--- config.mk ---
export PLATFORM = sky130hd
export DESIGN_NAME = pipe_mode_ctrl
export DESIGN_NICKNAME = d
export VERILOG_FILES = /design/src/rtl/pipe_ctrl_pkg.sv /design/src/rtl/pipe_mode_ctrl_debounce.sv /design/src/rtl/pipe_mode_ctrl.sv
export SDC_FILE = /design/constraint.sdc
export NUM_CORES = 1
export LEC_CHECK = 0
export ABC_AREA = 1
export BUFFER_PORTS_ARGS = -buffer_cell sky130_fd_sc_hd__buf_2
export CORE_MARGIN = 5
export CORE_UTILIZATION = 57
export DETAILED_ROUTE_END_ITERATION = 10
export GPL_TIMING_DRIVEN = 0
export PLACE_DENSITY = 0.77
export SYNTH_ARGS = -nofsm -noshare
export SYNTH_HDL_FRONTEND = slang
export SYNTH_SLANG_ARGS = --single-unit
--- constraint.sdc ---
create_clock -name i_sysclk -period 1.6 [get_ports i_sysclk]
set_input_delay 0.16 -clock i_sysclk [delete_from_list [all_inputs] [get_ports i_sysclk]]
set_output_delay 0.16 -clock i_sysclk [all_outputs]
set_load 0.005 [all_outputs]
--- src/rtl/pipe_ctrl_pkg.sv ---
// Shared encodings for the pipeline mode controller: config/flush state
// machines and the bit layout of the status LED bank.
package pipe_ctrl_pkg;

  typedef enum logic [1:0] {
    CFG_START  = 2'd0,
    CFG_WAIT   = 2'd1,
    CFG_ACTIVE = 2'd2,
    CFG_ERROR  = 2'd3
  } cfg_state_e;

  typedef enum logic {
    FL_IDLE = 1'b0,
    FL_PEND = 1'b1
  } flush_state_e;

  localparam int LED_ACTIVE = 0;
  localparam int LED_CFG    = 1;
  localparam int LED_ERR    = 2;
  localparam int LED_FLUSH  = 3;
  localparam int LED_EN_LO  = 4;

endpackage

--- src/rtl/pipe_mode_ctrl_debounce.sv ---
// Debouncer for one asynchronous board input: two-flop synchroniser, then the
// output follows only after the input has held a new level for DB_COUNT cycles.
module pipe_mode_ctrl_debounce #(
  parameter int DB_COUNT = 2500000
) (
  input  logic i_sysclk,
  input  logic i_rstn,
  input  logic raw_i,
  output logic stable_o
);

  localparam int CW = (DB_COUNT > 1) ? $clog2(DB_COUNT) : 1;

  logic          meta_q, sync_q, stable_q;
  logic [CW-1:0] cnt_q;

  always_ff @(posedge i_sysclk) begin
    if (!i_rstn) begin
      meta_q   <= 1'b0;
      sync_q   <= 1'b0;
      stable_q <= 1'b0;
      cnt_q    <= '0;
    end else begin
      meta_q <= raw_i;
      sync_q <= meta_q;
      // Any bounce back to the stable level restarts the qualification window.
      if (sync_q == stable_q) begin
        cnt_q <= '0;
      end else if (cnt_q == CW'(DB_COUNT - 1)) begin
        stable_q <= sync_q;
        cnt_q    <= '0;
      end else begin
        cnt_q <= cnt_q + CW'(1);
      end
    end
  end

  assign stable_o = stable_q;

endmodule

--- src/rtl/pipe_mode_ctrl.sv ---
// Board-to-pipeline controller: camera config sequencing with timeout/retry,
// debounced filter switches applied only at start-of-frame behind a flush.
module pipe_mode_ctrl
  import pipe_ctrl_pkg::*;
#(
  parameter int NUM_FILTERS = 4,
  parameter int DB_COUNT    = 2500000,
  parameter int CFG_TIMEOUT = 12500000,
  parameter int MAX_RETRY   = 3
) (
  input  logic                   i_sysclk,
  input  logic                   i_rstn,
  input  logic                   i_sof,
  input  logic                   i_cfg_done,
  input  logic [NUM_FILTERS-1:0] i_sw,
  input  logic                   i_btn_recfg,
  output logic                   o_cfg_start,
  output logic                   o_cfg_err,
  output logic                   o_pipe_flush,
  output logic [NUM_FILTERS-1:0] o_filter_en,
  output logic [7:0]             o_status_leds
);

  localparam int NW = NUM_FILTERS + 1;
  localparam int TW = $clog2(CFG_TIMEOUT + 1);
  localparam int RW = (MAX_RETRY > 0) ? $clog2(MAX_RETRY + 1) : 1;
  localparam int LN = (NUM_FILTERS < 4) ? NUM_FILTERS : 4;

  logic [NW-1:0] raw, db, sync1_q, sync2_q;
  logic [NUM_FILTERS-1:0] sw_stable, sw_delta;
  logic btn_rise;

  cfg_state_e   cfg_q, cfg_d;
  flush_state_e fl_q, fl_d;
  logic [TW-1:0] tmo_q, tmo_d;
  logic [RW-1:0] rty_q, rty_d;
  logic [NUM_FILTERS-1:0] en_q, en_d;
  logic cfg_start_q, cfg_err_q, flush_q, flush_d;
  logic [7:0] leds_q, leds_d;
  logic [3:0] led_en;

  assign raw = {i_btn_recfg, i_sw};

  genvar g;
  generate
    for (g = 0; g < NW; g++) begin : g_db
      pipe_mode_ctrl_debounce #(.DB_COUNT(DB_COUNT)) u_db (
        .i_sysclk (i_sysclk),
        .i_rstn   (i_rstn),
        .raw_i    (raw[g]),
        .stable_o (db[g])
      );
    end
  endgenerate

  assign sw_stable = sync2_q[NUM_FILTERS-1:0];
  assign sw_delta  = sync1_q[NUM_FILTERS-1:0] ^ sync2_q[NUM_FILTERS-1:0];
  assign btn_rise  = sync1_q[NUM_FILTERS] & ~sync2_q[NUM_FILTERS];

  always_comb begin
    cfg_d = cfg_q;
    tmo_d = tmo_q;
    rty_d = rty_q;
    unique case (cfg_q)
      CFG_START: begin
        tmo_d = '0;
        cfg_d = CFG_WAIT;
      end
      CFG_WAIT: begin
        tmo_d = tmo_q + TW'(1);
        // Done wins over a timeout landing in the same cycle.
        if (i_cfg_done) begin
          cfg_d = CFG_ACTIVE;
          rty_d = '0;
        end else if (tmo_q == TW'(CFG_TIMEOUT - 1)) begin
          if (rty_q < RW'(MAX_RETRY)) begin
            rty_d = rty_q + RW'(1);
            cfg_d = CFG_START;
          end else begin
            cfg_d = CFG_ERROR;
          end
        end
      end
      CFG_ACTIVE, CFG_ERROR: begin
        if (btn_rise) begin
          cfg_d = CFG_START;
          rty_d = '0;
        end
      end
      default: cfg_d = CFG_START;
    endcase
  end

  always_comb begin
    fl_d = fl_q;
    en_d = en_q;
    unique case (fl_q)
      FL_IDLE: begin
        // Changes seen while unconfigured are caught up on entry to ACTIVE.
        if (cfg_q == CFG_ACTIVE && sw_delta != '0) begin
          fl_d = FL_PEND;
        end else if (cfg_q != CFG_ACTIVE && cfg_d == CFG_ACTIVE &&
                     (sw_stable != en_q || sw_delta != '0)) begin
          fl_d = FL_PEND;
        end
      end
      FL_PEND: begin
        if (i_sof && sw_delta == '0) begin
          en_d = sw_stable;
          fl_d = FL_IDLE;
        end
      end
      default: fl_d = FL_IDLE;
    endcase
  end

  always_comb begin
    led_en         = '0;
    led_en[LN-1:0] = en_d[LN-1:0];
    flush_d        = (cfg_q != CFG_ACTIVE) || (fl_q == FL_PEND);
    leds_d                 = '0;
    leds_d[LED_ACTIVE]     = (cfg_q == CFG_ACTIVE);
    leds_d[LED_CFG]        = (cfg_q == CFG_START) || (cfg_q == CFG_WAIT);
    leds_d[LED_ERR]        = (cfg_q == CFG_ERROR);
    leds_d[LED_FLUSH]      = flush_d;
    leds_d[LED_EN_LO +: 4] = led_en;
  end

  always_ff @(posedge i_sysclk) begin
    if (!i_rstn) begin
      sync1_q     <= '0;
      sync2_q     <= '0;
      cfg_q       <= CFG_START;
      fl_q        <= FL_IDLE;
      tmo_q       <= '0;
      rty_q       <= '0;
      en_q        <= '0;
      cfg_start_q <= 1'b0;
      cfg_err_q   <= 1'b0;
      flush_q     <= 1'b1;
      leds_q      <= '0;
    end else begin
      sync1_q     <= db;
      sync2_q     <= sync1_q;
      cfg_q       <= cfg_d;
      fl_q        <= fl_d;
      tmo_q       <= tmo_d;
      rty_q       <= rty_d;
      en_q        <= en_d;
      cfg_start_q <= (cfg_q == CFG_START);
      cfg_err_q   <= (cfg_q == CFG_ERROR);
      flush_q     <= flush_d;
      leds_q      <= leds_d;
    end
  end

  assign o_cfg_start   = cfg_start_q;
  assign o_cfg_err     = cfg_err_q;
  assign o_pipe_flush  = flush_q;
  assign o_filter_en   = en_q;
  assign o_status_leds = leds_q;

endmodule

; ---- Yosys cells after proc, flatten, opt, wreduce, memory -nomap -nowiden
; Cells that the tools add are included.
[classes]
n_mux = 17
n_addsub = 7
n_lt_le_gt_ge = 1
bitwise = 10
reduce_logical = 24
n_eq_ne = 20
[ops]
columns = op, n
row1 = $add A22 B1 Y22 const B, 5
row2 = $eq A22 B22 Y1 const B, 5
row3 = $pmux W24 S2, 1
row4 = $add A24 B1 Y24 const B, 1
row5 = $eq A24 B24 Y1 const B, 1
row6 = $mux W2, 8
row7 = $reduce_or A3 Y1, 5
row8 = $reduce_and A2 Y1, 5
row9 = $mux W4, 2
row10 = $not A1 Y1, 8
row11 = $eq A2 B2 Y1 const B, 3
row12 = $ne A3 B3 Y1 const B, 2
row13 = $pmux W2 S3, 1
row14 = $eq A1 B1 Y1, 5
row15 = $logic_and A1 B1 Y1, 4
row16 = $logic_not A4 Y1, 1
row17 = $ne A2 B2 Y1 const B, 2
row18 = $ne A4 B4 Y1, 1
row19 = $pmux W2 S2, 1
row20 = $reduce_and A4 Y1, 1
row21 = $reduce_bool A2 Y1, 2
row22 = $reduce_bool A4 Y1, 1
row23 = $xor A4 B4 Y4, 1
row24 = $logic_or A1 B1 Y1, 3
row25 = 8 further kinds, 10
[totals]
reg_bits = 179
input_bits = 9
out_inout_bits = 15

; ---- Longest topological paths before layout
; Gate-level depths: netlist of the first run.
[depth]
ltp_word = 11
ltp_mapped = 11
mapped_depth_nobuf = 11

; ---- Hierarchy
; Synthesis of the first run repeated with hierarchy kept, for this count alone.
[hier_totals]
cells_unflattened = 1224
area_unflattened_um2 = 8698.3
[by_module_without_submodules]
columns = mod, cells_each, n_inst, area_per_inst_um2
row1 = pipe_mode_ctrl_debounce (g_db[0].u_db ...), 180, 4, 1280.0
row2 = pipe_mode_ctrl, 319, 1, 2308.5
row3 = pipe_mode_ctrl_debounce (g_db[4].u_db), 185, 1, 1270.0

; ---- Least setup slack after synthesis of the first run
; Ideal clock, no wire load.
[synth_path]
path_kind = register -> register
start = reg g_db[0].u_db.cnt_q[0]
end = reg g_db[0].u_db.cnt_q[16]
synth_period_minus_slack_ns = 1.514
arrival_ns = 1.397
slack_ns = 0.086
path_stages_with_launch = 8
cell_sequence = dfxtp_1 > ha_1 > nand3_1 > nor2_1 > nand3_1 > nor2_1 > xor2_1 > nor2_1
[synth_via]
elab_chain_len = 2
word_cells_on_any_way = 3
[synth_rtl]
columns = element, line
row1 = from (decl), pipe_mode_ctrl_debounce.sv:15  ; logic [CW-1:0] cnt_q;
row2 = from (signal assigned), pipe_mode_ctrl_debounce.sv:33  ; cnt_q <= cnt_q + CW'(1);
row3 = branches (longest 2 deep; another with $add A22 B1 Y22), -
; Several ways; the timed one is not identified.
; A chain may end at the register's enable or synchronous reset.

; ---- Final worst setup path of the first run
[layout_path]
start = reg g_db[4].u_db.cnt_q[1]
end = reg g_db[4].u_db.cnt_q[1]
[layout_via]
elab_chain_len = 2
word_cells_on_any_way = 3
[layout_rtl]
columns = element, line
row1 = from (decl), pipe_mode_ctrl_debounce.sv:15
row2 = from (signal assigned), pipe_mode_ctrl_debounce.sv:33
row3 = branches (longest 2 deep; another with $add A22 B1 Y22), -
; Several ways; the timed one is not identified.

==> reports/metrics.csv, run 1 <==
metric,value,unit
row_count,45,
ys.flop_type,dfxtp_1,
finalCriticalPeriod,1550,ps
antenna_found_initial,0,
hold_viol,0,
coreArea,15100,um^2
skew,5.13,ps
cellPowerDensity,881,nW/um^2
n_fill_cell,1268,
setup_viol,0,
numCtsBuffers,17,
initial_core_util,57.6,%
min_period_over_period,97.0,%
die_w,134,um
synthXorXnorAreaFrac,4.63,%
post-route-util,67.3,%
crit_chain,"ha_4, nand2_2, inv_2, nand2_2, nor2_1, nand4_1, nand2_4, clkbuf_16, nor2_1",
slew_violations,0,
syn2layout_area_growth,16.8,%
syn_area,8700,um^2
io_buffers,22,
tightest_slew,518,ps
final_cell_mix,"nand2_1, nor2_1, dfxtp_1",
die_area,17800,um^2
insertion_delay,430,ps
ys_seq_area_share,40.0,%
muxShareOfSynthArea,0,%
report.power.total,0.00895,W
ys_async_sr_fraction,0,%
p_comb_share,3.0,%
n_antenna_cell,0,
synth_top_area_cell,dfxtp_1,
critPathKind,register to register,
first_iter_violations,609,
htree_levels,4,
cts_num_sinks,174,
cp_max_fo,6,
root_buffer,clkbuf_16,
synth_area_leaders,"dfxtp_1, nand2_1, nor2_1",
path_clk_slew,60,ps
nets,1364,
die_h,134,um
grt_use_total,22.1,%
synth.yosys.warnings,0,
via_per_inst,5.31,
synth_seq_cells,174,
io_pins,24,
start_kind,register,
synth_edf_count,0,
avgSynthCellArea,6.78,um^2
netlist.area_leader.share,40.0,%
stdcell_count,1548,
synth_top_family_by_area,simple AND/OR/NAND/NOR gates,
slowest_delay,380,ps
p_sw_share,21.8,%
worst_hold_path_type,input pin to register,
end_kind,register,
yosys.area_share.simple,39.3,%
cp_slowest_cell,dfxtp_4,
crit_required,1930,ps
yosysUniqueCellTypes,37,
dr.pass1.iters,5,
netlist_instances,1283,
pwr-share-clk,47.9,%
drcViolationCount,0,
vias,8216,
wl,20100,um
synthAdderAreaFrac,1.01,%
dp_hpwl,13500,um
gr-total-overflow,0,
grt_pass1_vias,7459,
grt_max_degree,17,
drive_above_1_share,13.1,%
fmax,644,MHz
place_area,9040,um^2
p_leak,3.61,nW
final_area,10200,um^2
placed_cells,1493,
maxCapViolations,0,
worstPathArrival,1880,ps
ant_nets,0,
slew_headroom,65.4,%
clockBufferDepth,2,
wl_per_cell,13.0,um
grt_pass1_wl,33100,um
p_seq_share,49.1,%
power.switching,0.00195,W
ir_worst_vdd,0.00108,V
syn_nets,1299,
gp_congestion,0.923,
p_int,0.00700,W
synth_compound_area_share,6.24,%
status,finished clean,
layout_commonest_cell,nand2_1,
cts_tree,yes,
synthesized netlist by cell type (all sizes together) (4+ instances only):
| master | number |
|---|---|
| or2 | 7 |
| inv | 166 |
| nand3b | 10 |
| o21ai | 23 |
| clkbuf | 4 |
| nand2 | 314 |
| nor3 | 42 |
| nand4 | 51 |
| ha | 7 |
| a21oi | 79 |
| nor3b | 7 |
| dfxtp | 174 |
| xnor2 | 13 |
| nor2 | 236 |
| xor2 | 33 |
| buf | 19 |
| nand3 | 89 |
repair_timing:
item,in CTS,in global routing
buffers inserted,9,8
hold buffers,5,0
cloned,0,2
endpoints found under the setup margin,109,119
endpoints found under the hold margin,5,0
resized for setup,33,55
pin swaps,4,10
area by class of cell:
cell class	instances	area [um^2]	share of cell area, %
Buffer	23	174	1.71
Clock buffer	19	453	4.46
Tap cell	188	235	2.31
Clock inverter	12	159	1.56
Multi-Input combinational cell	920	4680	46.0
Sequential cell	174	3510	34.6
Timing Repair Buffer	46	324	3.19
Inverter	166	626	6.16
power groups by stage:
stage	sequential, W	combinational [W]	clock (W)
after CTS	0.00440	0.000251	0.00434
after floorplan	0.00449	0.000150	0
after global routing	0.00440	0.000304	0.00453
final	0.00440	0.000268	0.00429
after detailed placement	0.00450	0.000230	0
after global placement	0.00450	0.000225	0
per-layer routing:
metal	vias to the layer above	GRT usage, %	wire (um)
li1	4218	-	-
met1	3731	27.4	8870
met5	-	0	0
met2	235	38.7	9880
met4	0	7.31	324
met3	32	3.93	990
state kept, by name, indices dropped and copies added, names as in the netlist:
name,count
g_db.u_db.meta_q,5
sync2_q,5
g_db.u_db.stable_o,5
o_filter_en,4
o_pipe_flush,1
fl_q,1
o_status_leds,4
g_db.u_db.cnt_q,110
cfg_q,2
g_db.u_db.sync_q,5
rty_q,2
tmo_q,24
sync1_q,5
o_cfg_start,1
critical path: cells and delay by family (launching register included):
family	cells	cell delay, ps
adder cells (fa/ha/maj)	1	150
buffers and inverters	2	230
flip-flops	1	380
AND/OR/NAND/NOR	6	680
kinds of logic (layout without fill, tap and decap cells):
group | Yosys count | after routing
xor+xnor | 46 | 46
simple gates | 761 | 761
buf+inv | 189 | 266
fa+ha+maj | 7 | 7
compound gates | 106 | 106
flops | 174 | 174
worst paths after layout:
path                                     from  slack [ps]                                to  cells after the start
min                                     i_sof          80       o_filter_en[0]$_SDFFE_PN0P_                      3
max          g_db[4].u_db.cnt_q[1]$_SDFF_PP0_          50  g_db[4].u_db.cnt_q[1]$_SDFF_PP0_                      9
min reg2reg    g_db[1].u_db.meta_q$_SDFF_PN0_         410    g_db[1].u_db.sync_q$_SDFF_PN0_                      2
max reg2reg  g_db[4].u_db.cnt_q[1]$_SDFF_PP0_          50  g_db[4].u_db.cnt_q[1]$_SDFF_PP0_                      9
per-stage QoR:
step           setup slack (ps)  hold slack (ps)  TNS, ps
6_report                   48.4             77.2        0
3_5_place_dp               -310              351   -18910
4_1_cts                    5.37             55.2        0
5_1_grt                   -70.2             67.1    -1540
3_3_place_gp               -248              344   -15860
2_1_floorplan              86.1              258        0
Note: power is estimated with default switching activity, not from simulation.
==> run 2: changes to the inputs <==
CTS_CLUSTER_DIAMETER = 40   (was unset)
RECOVER_POWER = 100   (was unset)
==> reports/metrics.csv, run 2 (synthesis gave the netlist of run 1 again) <==
metric,value,unit,change
finalCriticalPeriod,1550,ps,-3.29 ps
row_count,45,,unchanged
numCtsBuffers,17,,unchanged
vias,8204,,-0.15%
grt_max_degree,17,,unchanged
antenna_found_initial,0,,unchanged
fmax,646,MHz,+0.21%
io_pins,24,,unchanged
regMostFlops,g_db.u_db.cnt_q,,
io_buffers,22,,unchanged
p_seq_share,49.2,%,about the same
n_fill_cell,1272,,+0.32%
grt_use_total,22.1,%,unchanged
status,finished clean,,
die_w,134,um,unchanged
n_antenna_cell,0,,unchanged
power.switching,0.00195,W,-0.36%
grt_pass1_vias,7459,,unchanged
hold_ws,73.9,ps,-3.33 ps
insertion_delay,430,ps,about the same
gr-total-overflow,0,,unchanged
min_period_over_period,96.8,%,-0.21 points
slew_headroom,64.8,%,-0.62 points
drive_above_1_share,12.7,%,-0.37 points
layout_commonest_cell,nand2_1,,
hold_viol,0,,unchanged
cts_num_sinks,174,,unchanged
via_per_inst,5.30,,-0.15%
maxCapViolations,0,,unchanged
syn2layout_area_growth,16.7,%,about the same
tightest_slew,528,ps,+9.33 ps
dp_hpwl,13500,um,unchanged
wl_per_cell,12.9,um,-0.43%
report.power.total,0.00895,W,about the same
post-route-util,67.3,%,about the same
path_clk_slew,60,ps,about the same
die_h,134,um,unchanged
critPathKind,register to register,,
multi_input_area,4680,um^2,unchanged
drcViolationCount,0,,unchanged
clockBufferDepth,2,,unchanged
crit_required,1910,ps,-20 ps
ir_worst_vdd,0.00108,V,about the same
htree_levels,4,,unchanged
gp_congestion,0.923,,unchanged
worst_hold_path_type,input pin to register,,
wl,20000,um,-0.43%
cts_tree,yes,,
die_area,17800,um^2,unchanged
grt_pass1_wl,33100,um,unchanged
reg_top3,"g_db.u_db.cnt_q: 110 flops, tmo_q: 24 flops",,
nets,1364,,unchanged
root_buffer,clkbuf_16,,
cp_max_fo,6,,unchanged
sequential_cell_area,3510,um^2,unchanged
coreArea,15100,um^2,unchanged
dr.pass1.iters,5,,unchanged
p_leak,3.59,nW,-0.60%
first_iter_violations,579,,-4.9%
skew,5.23,ps,+0.0965 ps
largest_reg_flops,110,,unchanged
worstPathArrival,1860,ps,-20 ps
p_comb_share,3.0,%,about the same
slew_violations,0,,unchanged
cellPowerDensity,881,nW/um^2,about the same
end_kind,register,,
p_sw_share,21.7,%,-0.059 points
ant_nets,0,,unchanged
start_kind,register,,
setup_viol,0,,unchanged
initial_core_util,57.6,%,unchanged
final_cell_mix,"nand2_1, nor2_1, dfxtp_1",,
pwr-share-clk,47.9,%,about the same
p_int,0.00700,W,about the same
-- run 2: layer usage --
layer  global-route usage [%]  part of all wire [%]  up-vias  wire (um)
li1                         -                     -     4219          -
met1                     27.4                    45     3739       8910
met2                     38.7                    49      214       9830
met3                     3.93                   4.6       32        919
met4                     7.31                   1.6        0        323
met5                        0                     0        -          0
-- run 2: final cells by class --
cell class	count	share of cell area (%)
buffer	23	1.71
multi-input combinational	920	46.0
sequential	174	34.6
tap	188	2.32
inverter	166	6.16
timing repair buffer	46	3.13
clock buffer	19	4.46
clock inverter	12	1.56
-- run 2: metrics by stage --
step	setup TNS (ps)	area, um^2	setup WS, ps	cells
after floorplan	0	8700	86.1	1283
after global placement	-15860	9040	-248	1493
after detailed placement	-18910	9040	-310	1493
after CTS	0	9880	5.37	1538
after global routing	-1540	10200	-70.2	1548
final	0	10200	51.6	1548
-- run 2: repair_timing --
action | in CTS | in global routing
setup endpoints to repair | 109 | 119
cloned | 0 | 2
buffers inserted | 9 | 8
endpoints found under the hold margin | 5 | 0
resized for setup | 33 | 55
hold buffers | 5 | 0
pin swaps | 4 | 10
-- run 2: power by group through the flow --
stage	combinational, W	sequential [W]	clock (W)
final	0.000267	0.00440	0.00428
after global routing	0.000303	0.00440	0.00453
after CTS	0.000251	0.00440	0.00434
after detailed placement	0.000230	0.00450	0
after global placement	0.000225	0.00450	0
after floorplan	0.000150	0.00449	0
-- run 2: path summary, 6_finish.rpt --
check,from,endpoint,slack [ps],cells after the start
worst max-delay path,g_db[4].u_db.cnt_q[1]$_SDFF_PP0_,g_db[4].u_db.cnt_q[14]$_SDFF_PP0_,50,9
worst min-delay path,i_sof,o_filter_en[0]$_SDFFE_PN0P_,70,3
worst max register to register,g_db[4].u_db.cnt_q[1]$_SDFF_PP0_,g_db[4].u_db.cnt_q[14]$_SDFF_PP0_,50,9
worst min register to register,g_db[1].u_db.meta_q$_SDFF_PN0_,g_db[1].u_db.sync_q$_SDFF_PN0_,410,2
-- run 2: critical path: stages, from the launching register on --
cell and delay, ps:
dfxtp_4 380, ha_4 150, nand2_2 80, inv_2 70
nand2_2 80, nor2_1 100, nand4_1 190, nand2_4 190
buf_6 140, a21oi_1 50
